**config.mk**
```make
export PLATFORM = sky130hd
export DESIGN_NAME = fetch_prefetch_unit_flat
export DESIGN_NICKNAME = d
export VERILOG_FILES = /design/src/rtl/riscv_fetch_pkg.sv /design/src/rtl/fetch_prefetch_unit_if.sv /design/src/rtl/fetch_queue.sv /design/src/rtl/fetch_prefetch_unit.sv /design/src/flat_wrapper.sv
export SDC_FILE = /design/constraint.sdc
export NUM_CORES = 1
export LEC_CHECK = 0
export BUFFER_PORTS_ARGS = -buffer_cell sky130_fd_sc_hd__buf_2
export CAP_MARGIN = 20
export CORE_MARGIN = 2
export CORE_UTILIZATION = 60
export CTS_BUF_LIST = sky130_fd_sc_hd__clkbuf_4 sky130_fd_sc_hd__clkbuf_8
export DETAILED_ROUTE_END_ITERATION = 10
export HOLD_SLACK_MARGIN = 0.02
export PLACE_DENSITY = 0.91
export SYNTH_ARGS = -nofsm -noshare
export SYNTH_HDL_FRONTEND = slang
export SYNTH_SLANG_ARGS = --single-unit
```
**constraint.sdc**
```tcl
create_clock -name clk -period 9.34 [get_ports clk]
set_clock_uncertainty 0.1 [all_clocks]
set_input_delay 0.934 -clock clk [delete_from_list [all_inputs] [get_ports clk]]
set_output_delay 0.934 -clock clk [all_outputs]
set_load 0.02 [all_outputs]
```
**src/rtl/riscv_fetch_pkg.sv**
```systemverilog
`default_nettype none
// +--------------------------------------------------------------------------+
// | riscv_fetch_pkg : shared types and constants for the fetch front end      |
// | Revision: 1.0                                                             |
// +--------------------------------------------------------------------------+
package riscv_fetch_pkg;

  localparam int DEFAULT_XLEN = 64;
  localparam logic [31:0] NOP_INSN = 32'h00000013;

  typedef enum logic [1:0] {
    BOOT  = 2'd0,
    RUN   = 2'd1,
    DRAIN = 2'd2
  } fetch_state_t;

  // pc is sized for the widest supported XLEN; narrower builds use the low bits
  typedef struct packed {
    logic [DEFAULT_XLEN-1:0] pc;
    logic [31:0]             insn;
  } fetch_entry_t;

endpackage
`default_nettype wire

```
**src/rtl/fetch_prefetch_unit_if.sv**
```systemverilog
`default_nettype none
// +--------------------------------------------------------------------------+
// | fetch_prefetch_unit_if : imem request/response and IF/ID delivery bundle  |
// | Revision: 1.0                                                             |
// +--------------------------------------------------------------------------+
interface fetch_prefetch_unit_if #(
  parameter int XLEN = riscv_fetch_pkg::DEFAULT_XLEN
) ();

  logic            imem_req;
  logic [XLEN-1:0] imem_addr;
  logic            imem_gnt;
  logic            imem_rvalid;
  logic [31:0]     imem_rdata;
  logic            if_ready;
  logic            if_valid;
  logic [XLEN-1:0] if_pc;
  logic [31:0]     if_instruction;

  modport master (
    output imem_req, imem_addr,
    input  imem_gnt, imem_rvalid, imem_rdata,
    input  if_ready,
    output if_valid, if_pc, if_instruction
  );

  modport slave (
    input  imem_req, imem_addr,
    output imem_gnt, imem_rvalid, imem_rdata,
    output if_ready,
    input  if_valid, if_pc, if_instruction
  );

endinterface
`default_nettype wire

```
**src/rtl/fetch_queue.sv**
```systemverilog
`default_nettype none
// +--------------------------------------------------------------------------+
// | fetch_queue : synchronous FIFO of {pc, insn} entries, flush beats push    |
// | Revision: 1.0                                                             |
// +--------------------------------------------------------------------------+
module fetch_queue
  import riscv_fetch_pkg::*;
#(
  parameter int DEPTH = 2
) (
  input  logic                   clk,
  input  logic                   rst,
  input  logic                   flush,
  input  logic                   push,
  input  fetch_entry_t           push_data,
  input  logic                   pop,
  output fetch_entry_t           head,
  output logic [$clog2(DEPTH):0] count
);

  localparam int AW = $clog2(DEPTH);
  localparam int CW = AW + 1;

  fetch_entry_t   mem [DEPTH];
  logic [AW-1:0]  rd_ptr;
  logic [AW-1:0]  wr_ptr;
  logic           do_pop;
  logic           do_push;

  assign do_pop  = pop && (count != '0);
  assign do_push = push && !flush && ((count != CW'(DEPTH)) || do_pop);

  // DEPTH is a power of two, so the pointers wrap on their own
  always_ff @(posedge clk) begin
    if (rst || flush) begin
      rd_ptr <= '0;
      wr_ptr <= '0;
      count  <= '0;
    end else begin
      if (do_push) wr_ptr <= wr_ptr + AW'(1);
      if (do_pop)  rd_ptr <= rd_ptr + AW'(1);
      count <= count + CW'(do_push) - CW'(do_pop);
    end
  end

  always_ff @(posedge clk) begin
    if (do_push) mem[wr_ptr] <= push_data;
  end

  assign head = mem[rd_ptr];

endmodule
`default_nettype wire

```
**src/rtl/fetch_prefetch_unit.sv**
```systemverilog
`default_nettype none
// +--------------------------------------------------------------------------+
// | fetch_prefetch_unit : grant/valid instruction fetch with prefetch queue   |
// | Revision: 1.0                                                             |
// +--------------------------------------------------------------------------+
module fetch_prefetch_unit
  import riscv_fetch_pkg::*;
#(
  parameter int              XLEN     = DEFAULT_XLEN,
  parameter logic [XLEN-1:0] RESET_PC = '0,
  parameter int              DEPTH    = 2
) (
  input  logic                  clk,
  input  logic                  rst,
  input  logic                  redirect,
  input  logic [XLEN-1:0]       redirect_pc,
  fetch_prefetch_unit_if.master bus
);

  localparam int CW = $clog2(DEPTH) + 1;

  localparam logic [1:0] S_BOOT  = 2'd0;
  localparam logic [1:0] S_RUN   = 2'd1;
  localparam logic [1:0] S_DRAIN = 2'd2;

  logic [1:0]      state;
  logic [1:0]      state_nxt;
  logic [XLEN-1:0] fetch_pc;
  logic [XLEN-1:0] resp_pc;
  logic [XLEN-1:0] target_pc;
  logic [CW-1:0]   outstanding;
  logic [CW-1:0]   out_nxt;
  logic [CW-1:0]   drop_cnt;
  logic [CW-1:0]   drop_nxt;
  logic [CW-1:0]   q_count;
  logic [CW-1:0]   q_count_nxt;
  logic            fetch_req;
  logic            req_nxt;
  logic            gnt_fire;
  logic            rv_fire;
  logic            push;
  logic            pop;
  fetch_entry_t    push_data;
  fetch_entry_t    head;

  assign target_pc = {redirect_pc[XLEN-1:2], 2'b00};
  assign gnt_fire  = fetch_req && bus.imem_gnt;
  // a response with nothing in flight is a protocol error and is ignored
  assign rv_fire   = bus.imem_rvalid && (outstanding != '0);
  assign push      = rv_fire && (drop_cnt == '0);
  assign pop       = bus.if_valid && bus.if_ready;
  assign push_data = '{pc: DEFAULT_XLEN'(resp_pc), insn: bus.imem_rdata};

  assign out_nxt     = outstanding + CW'(gnt_fire) - CW'(rv_fire);
  assign q_count_nxt = redirect ? '0 : (q_count + CW'(push) - CW'(pop));

  always_comb begin
    state_nxt = state;
    drop_nxt  = drop_cnt;
    if (rv_fire && (drop_cnt != '0)) drop_nxt = drop_cnt - CW'(1);
    case (state)
      S_BOOT:  state_nxt = S_RUN;
      S_RUN:   state_nxt = S_RUN;
      S_DRAIN: if (drop_nxt == '0) state_nxt = S_RUN;
      default: state_nxt = S_BOOT;
    endcase
    // every response still in flight after this edge belongs to the old path
    if (redirect) begin
      drop_nxt  = out_nxt;
      state_nxt = (out_nxt != '0) ? S_DRAIN : S_RUN;
    end
  end

  // throttle on the post-edge totals so a granted fetch always has a slot
  assign req_nxt = (state_nxt == S_RUN) && !redirect &&
                   (({1'b0, q_count_nxt} + {1'b0, out_nxt}) < (CW+1)'(DEPTH));

  always_ff @(posedge clk) begin
    if (rst) begin
      state       <= S_BOOT;
      fetch_pc    <= RESET_PC;
      resp_pc     <= RESET_PC;
      outstanding <= '0;
      drop_cnt    <= '0;
      fetch_req   <= 1'b0;
    end else begin
      state       <= state_nxt;
      outstanding <= out_nxt;
      drop_cnt    <= drop_nxt;
      fetch_req   <= req_nxt;
      if (redirect) begin
        fetch_pc <= target_pc;
        resp_pc  <= target_pc;
      end else begin
        if (gnt_fire) fetch_pc <= fetch_pc + XLEN'(4);
        if (push)     resp_pc  <= resp_pc + XLEN'(4);
      end
    end
  end

  fetch_queue #(
    .DEPTH (DEPTH)
  ) u_queue (
    .clk       (clk),
    .rst       (rst),
    .flush     (redirect),
    .push      (push),
    .push_data (push_data),
    .pop       (pop),
    .head      (head),
    .count     (q_count)
  );

  assign bus.imem_req       = fetch_req;
  assign bus.imem_addr      = fetch_pc;
  assign bus.if_valid       = (q_count != '0);
  assign bus.if_pc          = bus.if_valid ? head.pc[XLEN-1:0] : resp_pc;
  assign bus.if_instruction = bus.if_valid ? head.insn : NOP_INSN;

endmodule
`default_nettype wire
```
**src/flat_wrapper.sv**
```systemverilog
// flat-port wrapper written by rule: the top's interface ports become plain ports
module fetch_prefetch_unit_flat import riscv_fetch_pkg::*;
#(
  parameter int              XLEN     = DEFAULT_XLEN,
  parameter logic [XLEN-1:0] RESET_PC = '0,
  parameter int              DEPTH    = 2
)
  (clk, rst, redirect, redirect_pc, bus_imem_req, bus_imem_addr, bus_imem_gnt, bus_imem_rvalid, bus_imem_rdata, bus_if_ready, bus_if_valid, bus_if_pc, bus_if_instruction);
  fetch_prefetch_unit_if #(.XLEN(XLEN)) bus_i ();
  input  logic clk;
  input  logic rst;
  input  logic redirect;
  input  logic [XLEN-1:0] redirect_pc;
  output wire logic [$bits(bus_i.imem_req)-1:0] bus_imem_req;
  output wire logic [$bits(bus_i.imem_addr)-1:0] bus_imem_addr;
  input wire logic [$bits(bus_i.imem_gnt)-1:0] bus_imem_gnt;
  input wire logic [$bits(bus_i.imem_rvalid)-1:0] bus_imem_rvalid;
  input wire logic [$bits(bus_i.imem_rdata)-1:0] bus_imem_rdata;
  input wire logic [$bits(bus_i.if_ready)-1:0] bus_if_ready;
  output wire logic [$bits(bus_i.if_valid)-1:0] bus_if_valid;
  output wire logic [$bits(bus_i.if_pc)-1:0] bus_if_pc;
  output wire logic [$bits(bus_i.if_instruction)-1:0] bus_if_instruction;
  assign bus_imem_req = bus_i.imem_req;
  assign bus_imem_addr = bus_i.imem_addr;
  assign bus_i.imem_gnt = bus_imem_gnt;
  assign bus_i.imem_rvalid = bus_imem_rvalid;
  assign bus_i.imem_rdata = bus_imem_rdata;
  assign bus_i.if_ready = bus_if_ready;
  assign bus_if_valid = bus_i.if_valid;
  assign bus_if_pc = bus_i.if_pc;
  assign bus_if_instruction = bus_i.if_instruction;
  fetch_prefetch_unit #(.XLEN(XLEN), .RESET_PC(RESET_PC), .DEPTH(DEPTH)) u_core (.clk(clk), .rst(rst), .redirect(redirect), .redirect_pc(redirect_pc), .bus(bus_i));
endmodule
```
---- After elaboration in Yosys (flattened, before gate mapping) ----
Memories as Yosys holds them, arrays and structs flattened. A register that Yosys moved wholly into a read port is not among the register bits.
Cells that the tools add are included.
operators by class
  reductions and logical operators ........ 24
  mux-type cells .......................... 17
  $add $sub $neg .......................... 12
  eq/ne operators ......................... 4
  $lt $le $gt $ge ......................... 1
operators with widths
  cell                   count
  $mux 64                5
  $add 64x3->64 const B  2
  $mux 32                1
  $mux 2                 6
  $reduce_bool 2->1      6
  $logic_and 1x1->1      10
  $add 2x1->2            3
  $logic_not 2->1        3
  $sub 2x1->2            3
  $eq 2x1->1 const B     2
  $mux 1                 4
  $pmux 2 s2             1
  $reduce_or 2->1        2
  $add 2x2->3            1
  $lt 3x2->1 const B     1
  $add 1x1->1 const B    2
  $eq 2x2->1 const B     1
  $logic_or 1x1->1       2
  $ne 2x2->1 const B     1
  $sub 2x1->2 const B    1
  $logic_not 1->1        1
storage, ports and cells
  memories ................................ 1
  output and inout port bits .............. 162
  bits in writable memories ............... 192
  register bits ........................... 139
  input bits .............................. 102
memory list
  memory              depth  width  read ports  clocked after Yosys merged registers in  write ports  line               text
  u_core.u_queue.mem  2      96     1           1                                        1            fetch_queue.sv:24  fetch_entry_t mem [DEPTH];

---- Depth between registers and ports, before layout ----
Gate-level depths: netlist (run 1).
  word-level depth ........................ 11
  depth in mapped cells ................... 13

---- By module ----
Synthesis (run 1) repeated with hierarchy kept, for this count alone.
second synthesis, totals
  cells, all modules ...................... 1370
  area total of the unflattened synthesis .. 15965.3 um2
by module, submodules not included
  module               instances  cells an instance  area an instance (um2)
  fetch_prefetch_unit  1          1046               8627.0
  fetch_queue          1          324                7338.3

---- Least setup slack after synthesis (run 1) ----
OpenSTA, ideal clock, no wires.
  path type ............................... input port to flip-flop
  from .................................... input redirect
  to ...................................... memory u_core.u_queue.mem[0][0] in the netlist's numbering (enable)
  required time ........................... 8681 ps
  setup slack ............................. 2808 ps
  setup time .............................. 559 ps
  stages .................................. 4
  arrival ................................. 5873 ps
  cell sequence ........................... clkbuf_1 -> clkbuf_1 -> a211oi_1 -> nor2b_1
on the way
  word-level cells in the longest chain between the ends .. 5
ends and longest elaborated chain
  item                            line                text
  start: declaration              flat_wrapper.sv:12  input logic redirect;
  $logic_not 1->1                 fetch_queue.sv:31   assign do_push = push && !flush && ((count != CW'(DEPTH)) || do_pop);
  $logic_and 1x1->1 (2 in a row)  fetch_queue.sv:31
  $mux 1                          fetch_queue.sv:47   if (do_push) mem[wr_ptr] <= push_data;
  $mux 1 (not written as such)    fetch_queue.sv:47
  end: declaration                fetch_queue.sv:24
Every way passes these cells.

==> out/metrics.csv, run 1 <==
stage,metric,value,unit
yosys,synth_top_area_share,36.2,%
layout,final_cells,2109,
layout,syn_to_final_growth,16.3,%
detailed_routing,drt-initial-drc-count,1387,
floorplanning,start_util,60.6,%
timing,tightest_slew,1.04,ns
setup_path,reg2regPathDepth,7,
timing,tns,0,ns
clock_tree,clk_pin_slew_worst_paths,0.06,ns
setup_path,path_depth,4,
detailed_routing,wl_per_cell,19.3,µm
power,swShare,28.2,%
timing,period_share,44.0,%
yosys,synth.top_cells.by_area,"edfxtp_1, dfxtp_1, mux2i_1, nand2_1, xnor2_1",
clock_tree,cts_inserted_buffers,51,
detailed_routing,dr.pass1.iters,5,
timing,max_freq,243,MHz
job,cap_viol_max_count,0,
yosys,syn_area,15600,µm²
setup_path,r2r-start,u_core.drop_cnt[0]$_SDFF_PP0_,
floorplanning,chipWidth,165,µm
setup_path,rrSetupSlack,5.30,ns
power,power_leakage,6.77,nW
detailed_routing,vias,13000,
floorplanning,core_region_area,25800,µm²
setup_path,slowest_delay,0.91,ns
placed_design,dp_hpwl,27.4,mm
floorplanning,num_rows,59,
clock_tree,cts_resized,0,
detailed_routing,drc,0,
global_route,grt.overflow.total,0,
power,clkPwrFrac,36.4,%
clock_tree,cts_setup_buffers,0,
floorplanning,die_h,165,µm
yosys,yosysTopAreaCell,edfxtp_1,
global_route,grt_max_degree,85,
yosys,ys_warn_count,0,
setup_path,rr_endpoint,u_core.u_queue.mem[0][11]$_DFFE_PP_,
setup_path,required,8.31,ns
run_status,outcome,finished clean,
timing,slew_violations,0,
floorplanning,ioPinCount,264,
setup_path,path_delay_family,buffers and inverters,
floorplanning,die_area,27300,µm²
power,intPower,2.48,mW
detailed_routing,wirelength,40.7,mm
power,switching_power,0.972,mW
yosys,synth-seq-cells,324,
setup_path,worstSetupEndpoint,bus_if_pc[45],
clock_tree,cts_root_buf,clkbuf_8,
timing,slew_headroom,30.8,%
yosys,synth_edf_count,188,
layout,layout-drive-gt1-share,21.4,%
yosys,syn_avg_cell_area,10.4,µm²
setup_path,worstSetupPathType,flop to output pin,
global_route,antenna_found_initial,0,
detailed_routing,viasPerCell,6.17,
global_route,gr-usage-all-layers,28.7,%
detailed_routing,dr_wl_met2,18.3,mm
detailed_routing,final_antenna_net_count,0,
setup_path,path_cells,buf_4 > mux2i_1 > o21ai_0 > buf_2,
yosys,synth_flop_cell,edfxtp_1,
clock_tree,clockBufferDepth,3,
detailed_routing,wl_met3,3.83,mm
setup_path,cp_data_arrival_time,3.08,ns
setup_path,crit_slowest_cell,buf_4,
power,seqPwrFrac,49.6,%
power,comb_power_share,14.0,%
setup_path,path_max_fanout,60,
clock_tree,postCtsHoldBufs,0,
placed_design,port_buffers,257,
placed_design,dp_cells,2012,
layout,fin_nets,1841,
placed_design,gp_congestion,0.900,
timing,period_needed,4.11,ns
yosys,syn_inst,1503,
timing,rsz0062_at_grt,false,
global_route,first_global_vias,12000,
layout,post-route-util,70.4,%
clock_tree,clkLatencyLatePin,0.59,ns
setup_path,end_kind,output pin,
clock_tree,cts_tree,yes,
hold_path,hp-class,flop to flop,
timing,finalHoldViolCount,0,
power,powerDensity,190,nW/µm²
yosys,yosysUniqueCellTypes,69,
detailed_routing,top_layer,met4,
detailed_routing,m1WireLength,17.3,mm
clock_tree,h-tree-depth,2,
clock_tree,clock-sinks,324,
timing,setup_viol,0,
yosys,ys_async_sr_fraction,0,%
setup_path,cp.buffers_inverters,2,
global_route,grt_pass1_wl,61.9,mm
power,ir_drop,104,µV
yosys,synth_seq_area_share,53.6,%
setup_path,start_kind,flop,
-- metrics by stage --
| step | setup slack, ns | area (µm²) | total power [mW] | hold slack (ns) |
|---|---|---|---|---|
| final | 5.23 | 18100 | 3.45 | 0.409 |
| after CTS | 5.20 | 18100 | 3.46 | 0.408 |
| after detailed placement | 4.94 | 17000 | 2.21 | 0.397 |
| after global placement | 4.99 | 17000 | 2.19 | 0.386 |
| after floorplan | 2.81 | 15600 | 2.04 | 0.324 |
| after global routing | 5.04 | 18100 | 3.58 | 0.404 |
-- routing by layer --
layer	vias up	track usage (%)
met3	109	4.22
met2	723	44.3
met4	0	10.4
li1	6033	-
met5	-	0
met1	6142	41.5
-- cell families after synthesis --
group | after synthesis | synth area share [%]
other | 1 | 0.0240
AO/OA/AOI/OAI | 295 | 12.5
multiplexers | 104 | 6.69
AND/OR/NAND/NOR | 538 | 18.4
buffers and inverters | 164 | 4.10
flip-flops | 324 | 53.6
XOR/XNOR | 68 | 3.82
adder cells (fa/ha/maj) | 9 | 0.770
-- flip-flops by register name, summed over array words and instances (netlist names), named ones only --
signal	cells
u_core.u_queue.count	2
u_core.outstanding	2
u_core.drop_cnt	2
u_core.bus.imem_addr	62
u_core.u_queue.mem	188
u_core.u_queue.wr_ptr	1
u_core.state	2
u_core.bus.imem_req	1
u_core.resp_pc	62
u_core.u_queue.rd_ptr	1
-- cell usage in the layout, fill, tap and decap left out, types with 18 or more instances in the layout --
master,instances
xnor2_1,48
clkbuf_8,65
nor2_1,89
nor4_1,44
xor2_1,20
a21oi_1,65
nor3_1,31
mux2i_1,102
buf_2,256
a21boi_0,53
nand2_1,143
inv_1,66
edfxtp_1,188
nand4_1,51
and3_1,32
nand3_1,52
and4_1,18
o21ai_0,73
o31a_1,20
dfxtp_1,135
-- worst min path at each step --
stage | endpoint | start | depth (start not counted) | slack [ns]
2_1_floorplan | u_core.u_queue.mem[0][51]$_DFFE_PP_ | u_core.resp_pc[19]$_SDFFE_PP0P_ | 0 | 0.32
3_3_place_gp | u_core.u_queue.rd_ptr$_SDFFE_PP0P_ | u_core.u_queue.rd_ptr$_SDFFE_PP0P_ | 2 | 0.39
3_5_place_dp | flop | u_core.u_queue.rd_ptr$_SDFFE_PP0P_ | 2 | 0.40
4_1_cts | u_core.u_queue.mem[0][18]$_DFFE_PP_ | bus_imem_rdata[18] | 1 | 0.41
5_1_grt | u_core.u_queue.mem[1][19]$_DFFE_PP_ | bus_imem_rdata[19] | 1 | 0.40
6_report | flop | u_core.u_queue.rd_ptr$_SDFFE_PP0P_ | 2 | 0.41
-- layout make-up --
type,instances,area (µm²)
Multi-Input combinational cell,1018,6620
Tap cell,335,419
Clock buffer,82,1020
Inverter,68,255
Antenna cell,1,2.50
Fill cell,1842,7630
Timing Repair Buffer,267,1360
Clock inverter,14,80.1
Sequential cell,324,8370
-- tightest hold or removal path: stages (launching register included) --
cell	delay, ns
dfxtp_1	0.32
xor2_1	0.08
nor2_1	0.07
-- power groups by stage --
stage	Combinational, mW	Sequential (mW)	Clock, mW
2_1_floorplan	0.302	1.74	0
3_3_place_gp	0.464	1.73	0
3_5_place_dp	0.479	1.74	0
4_1_cts	0.483	1.71	1.27
5_1_grt	0.527	1.72	1.33
6_report	0.485	1.71	1.26
-- cell usage after synthesis, drive strengths merged, types with 2 or more instances --
cell,n
edfxtp,188
nand2,143
dfxtp,136
mux2i,102
nor2,90
clkbuf,76
o21ai,73
inv,68
a21oi,65
nand4,55
a21boi,53
nand3,52
xnor2,48
nor4,45
and3,32
nor3,31
buf,20
o31a,20
xor2,20
and4,18
a211oi,17
nor4b,12
o21a,11
or3,11
or4,11
and2,9
nor2b,9
o311a,9
a311oi,8
ha,8
a2111oi,7
nor3b,7
o31ai,7
a31oi,4
o21bai,4
or2,4
or4b,3
a211o,2
mux2,2
nand3b,2
nand4b,2
o211a,2
o211ai,2
o311ai,2
(Power assumes the default switching activity.)
==> inputs of run 2 (changes only) <==
--- a/config.mk
+++ b/config.mk
@@ -8,11 +8,11 @@
 export BUFFER_PORTS_ARGS = -buffer_cell sky130_fd_sc_hd__buf_2
 export CAP_MARGIN = 20
 export CORE_MARGIN = 2
-export CORE_UTILIZATION = 60
+export CORE_UTILIZATION = 53
 export CTS_BUF_LIST = sky130_fd_sc_hd__clkbuf_4 sky130_fd_sc_hd__clkbuf_8
 export DETAILED_ROUTE_END_ITERATION = 10
 export HOLD_SLACK_MARGIN = 0.02
-export PLACE_DENSITY = 0.91
+export PLACE_DENSITY = 0.86
 export SYNTH_ARGS = -nofsm -noshare
 export SYNTH_HDL_FRONTEND = slang
 export SYNTH_SLANG_ARGS = --single-unit
==> constraint.sdc (replaced) <==
create_clock -name clk -period 3.6 [get_ports clk]
set_clock_uncertainty 0.1 [all_clocks]
set_input_delay 0.36 -clock clk [delete_from_list [all_inputs] [get_ports clk]]
set_output_delay 0.36 -clock clk [all_outputs]
set_load 0.02 [all_outputs]
==> run 2 against run 1 <==
Against the previous run:
- die area is 13% higher
- total power grew to 2.6 times the previous value
- design area is 3.2% higher
- wire length is 5.0% higher
==> out/metrics.csv, run 2 (synthesized netlist as in run 1, its figures left out) <==
stage,metric,value,unit,change
detailed_routing,drc,0,,unchanged
clock_tree,cts_inserted_buffers,51,,unchanged
setup_path,required,3.14,ns,-5.17 ns
global_route,antenna_found_initial,0,,unchanged
global_route,grt.overflow.total,0,,unchanged
placed_design,port_buffers,257,,unchanged
detailed_routing,wl_per_cell,19.3,µm,+0.12%
timing,setup_viol,0,,unchanged
timing,rsz0062_at_grt,false,,
layout,post-route-util,64.8,%,-5.6 points
setup_path,cp-startpoint,u_core.u_queue.count[1]$_SDFF_PP0_,,
clock_tree,cts_resized,0,,unchanged
clock_tree,clock-sinks,324,,unchanged
timing,period_needed,3.31,ns,
global_route,gr-usage-all-layers,26.9,%,-1.9 points
layout,largest_reg_flops,188,,unchanged
layout,final_common_cell,buf_2,,
timing,tightest_slew,0.844,ns,-0.194 ns
placed_design,dp_cells,2080,,+3.4%
floorplanning,die_area,30800,µm²,+13%
clock_tree,postCtsHoldBufs,38,,+38
global_route,first_global_vias,12400,,+3.5%
global_route,use_met2,42.3,%,-1.9 points
setup_path,r2r-start,u_core.bus.imem_addr[2]$_SDFFE_PP0P_,,
clock_tree,clk_pin_slew_worst_paths,0.06,ns,about the same
detailed_routing,vias,13200,,+1.6%
placed_design,gp_congestion,0.909,,+0.92%
setup_path,worstSetupPathType,flop to output pin,,
layout,top_register,u_core.u_queue.mem,,
power,powerDensity,474,nW/µm²,+150%
placed_design,dp_hpwl,29.1,mm,+6.0%
timing,period_share,91.9,%,
setup_path,path_max_fanout,90,,+50%
setup_path,end_kind,output pin,,
layout,fin_nets,1898,,+3.1%
floorplanning,core_region_area,28900,µm²,+12%
global_route,top_usage_layer,met2,,
setup_path,start_kind,flop,,
floorplanning,chipWidth,176,µm,+6.2%
clock_tree,cts_tree,yes,,
timing,slew_headroom,43.5,%,+13 points
power,ir_drop,292,µV,+180%
floorplanning,ioPinCount,264,,unchanged
timing,slew_violations,0,,unchanged
global_route,use_met3,4.61,%,+0.39 points
layout,final_cells,2212,,+4.9%
detailed_routing,dr.pass1.iters,5,,unchanged
floorplanning,start_util,54.1,%,-6.5 points
run_status,outcome,finished clean,,
detailed_routing,viasPerCell,5.98,,-3.1%
hold_path,hp-class,primary input to flop,,
layout,final_cell_mix,"buf_2, edfxtp_1, nand2_1, dfxtp_1, mux2i_1",,
clock_tree,h-tree-depth,2,,unchanged
job,cap_viol_max_count,0,,unchanged
timing,finalHoldViolCount,0,,unchanged
detailed_routing,wirelength,42.7,mm,+5.0%
layout,syn_to_final_growth,19.9,%,
clock_tree,cts_root_buf,clkbuf_8,,
global_route,grt_max_degree,91,,+7.1%
detailed_routing,drt-initial-drc-count,1123,,-19%
global_route,gr-usage-met1,38.1,%,-3.4 points
hold_path,min_path_cells,4,,+2
layout,layout-drive-gt1-share,21.5,%,+0.080 points
clock_tree,clkLatencyLatePin,0.58,ns,about the same
floorplanning,num_rows,62,,+5.1%
floorplanning,die_h,176,µm,+6.2%
clock_tree,clockBufferDepth,3,,unchanged
setup_path,cp_data_arrival_time,2.85,ns,-0.23 ns
detailed_routing,final_antenna_net_count,0,,unchanged
hold_path,min-delay-start,redirect_pc[7],,
power,total_power,8.87,mW,+160%
timing,tns,0,ns,unchanged
timing,max_freq,302,MHz,
setup_path,reg2regPathDepth,6,,-1
clock_tree,cts_setup_buffers,0,,unchanged
power,power_leakage,6.99,nW,+3.3%
global_route,grt_pass1_wl,66.3,mm,+7.1%
==> run 2: metal layers <==
| metal | share of wire [%] | wire (µm) | up-vias |
|---|---|---|---|
| met5 | 0 | 0 | - |
| met4 | 2.8 | 1210 | 0 |
| met3 | 9.2 | 3920 | 110 |
| met2 | 46 | 19500 | 704 |
| met1 | 42 | 18000 | 6260 |
| li1 | - | - | 6147 |
==> run 2: final timing paths <==
kind / to / slack, ns
worst max register to register: u_core.bus.imem_addr[50]$_SDFFE_PP0P_ / 0.63
worst max-delay path: bus_if_pc[52] / 0.29
worst min-delay path: u_core.resp_pc[7]$_SDFFE_PP0P_ / 0.06
worst min register to register: flop / 0.41
==> run 2: power breakdown <==
part           leakage, nW  internal (mW)  switching (mW)
Sequential            2.84           4.19           0.244
Clock                0.547           1.70            1.41
Combinational         3.60          0.481           0.850
==> run 2: final cells by class <==
cell class                      count  area (µm²)
Fill cell                        2267       10100
Sequential cell                   324        8370
Multi-Input combinational cell   1018        6620
Timing Repair Buffer              324        1950
Clock buffer                       79         962
Tap cell                          384         480
Inverter                           68         255
Clock inverter                     14        65.1
Antenna cell                        1        2.50
==> run 2: critical path, cell delays in order, from the launching register on <==
cell     delay [ns]
dfxtp_1        0.38
nor2_4         0.13
buf_4          0.47
buf_4          0.73
o21ai_0        0.28
buf_2          0.22
==> run 2: through the flow <==
stage	area, µm²	setup WS, ns	hold WS (ns)
6_report	18700	0.293	0.0583
5_1_grt	18700	0.0773	0.0583
4_1_cts	18700	0.228	0.0412
3_5_place_dp	17300	0.711	0.393
3_3_place_gp	17300	0.793	0.387
2_1_floorplan	15600	0.293	0.324
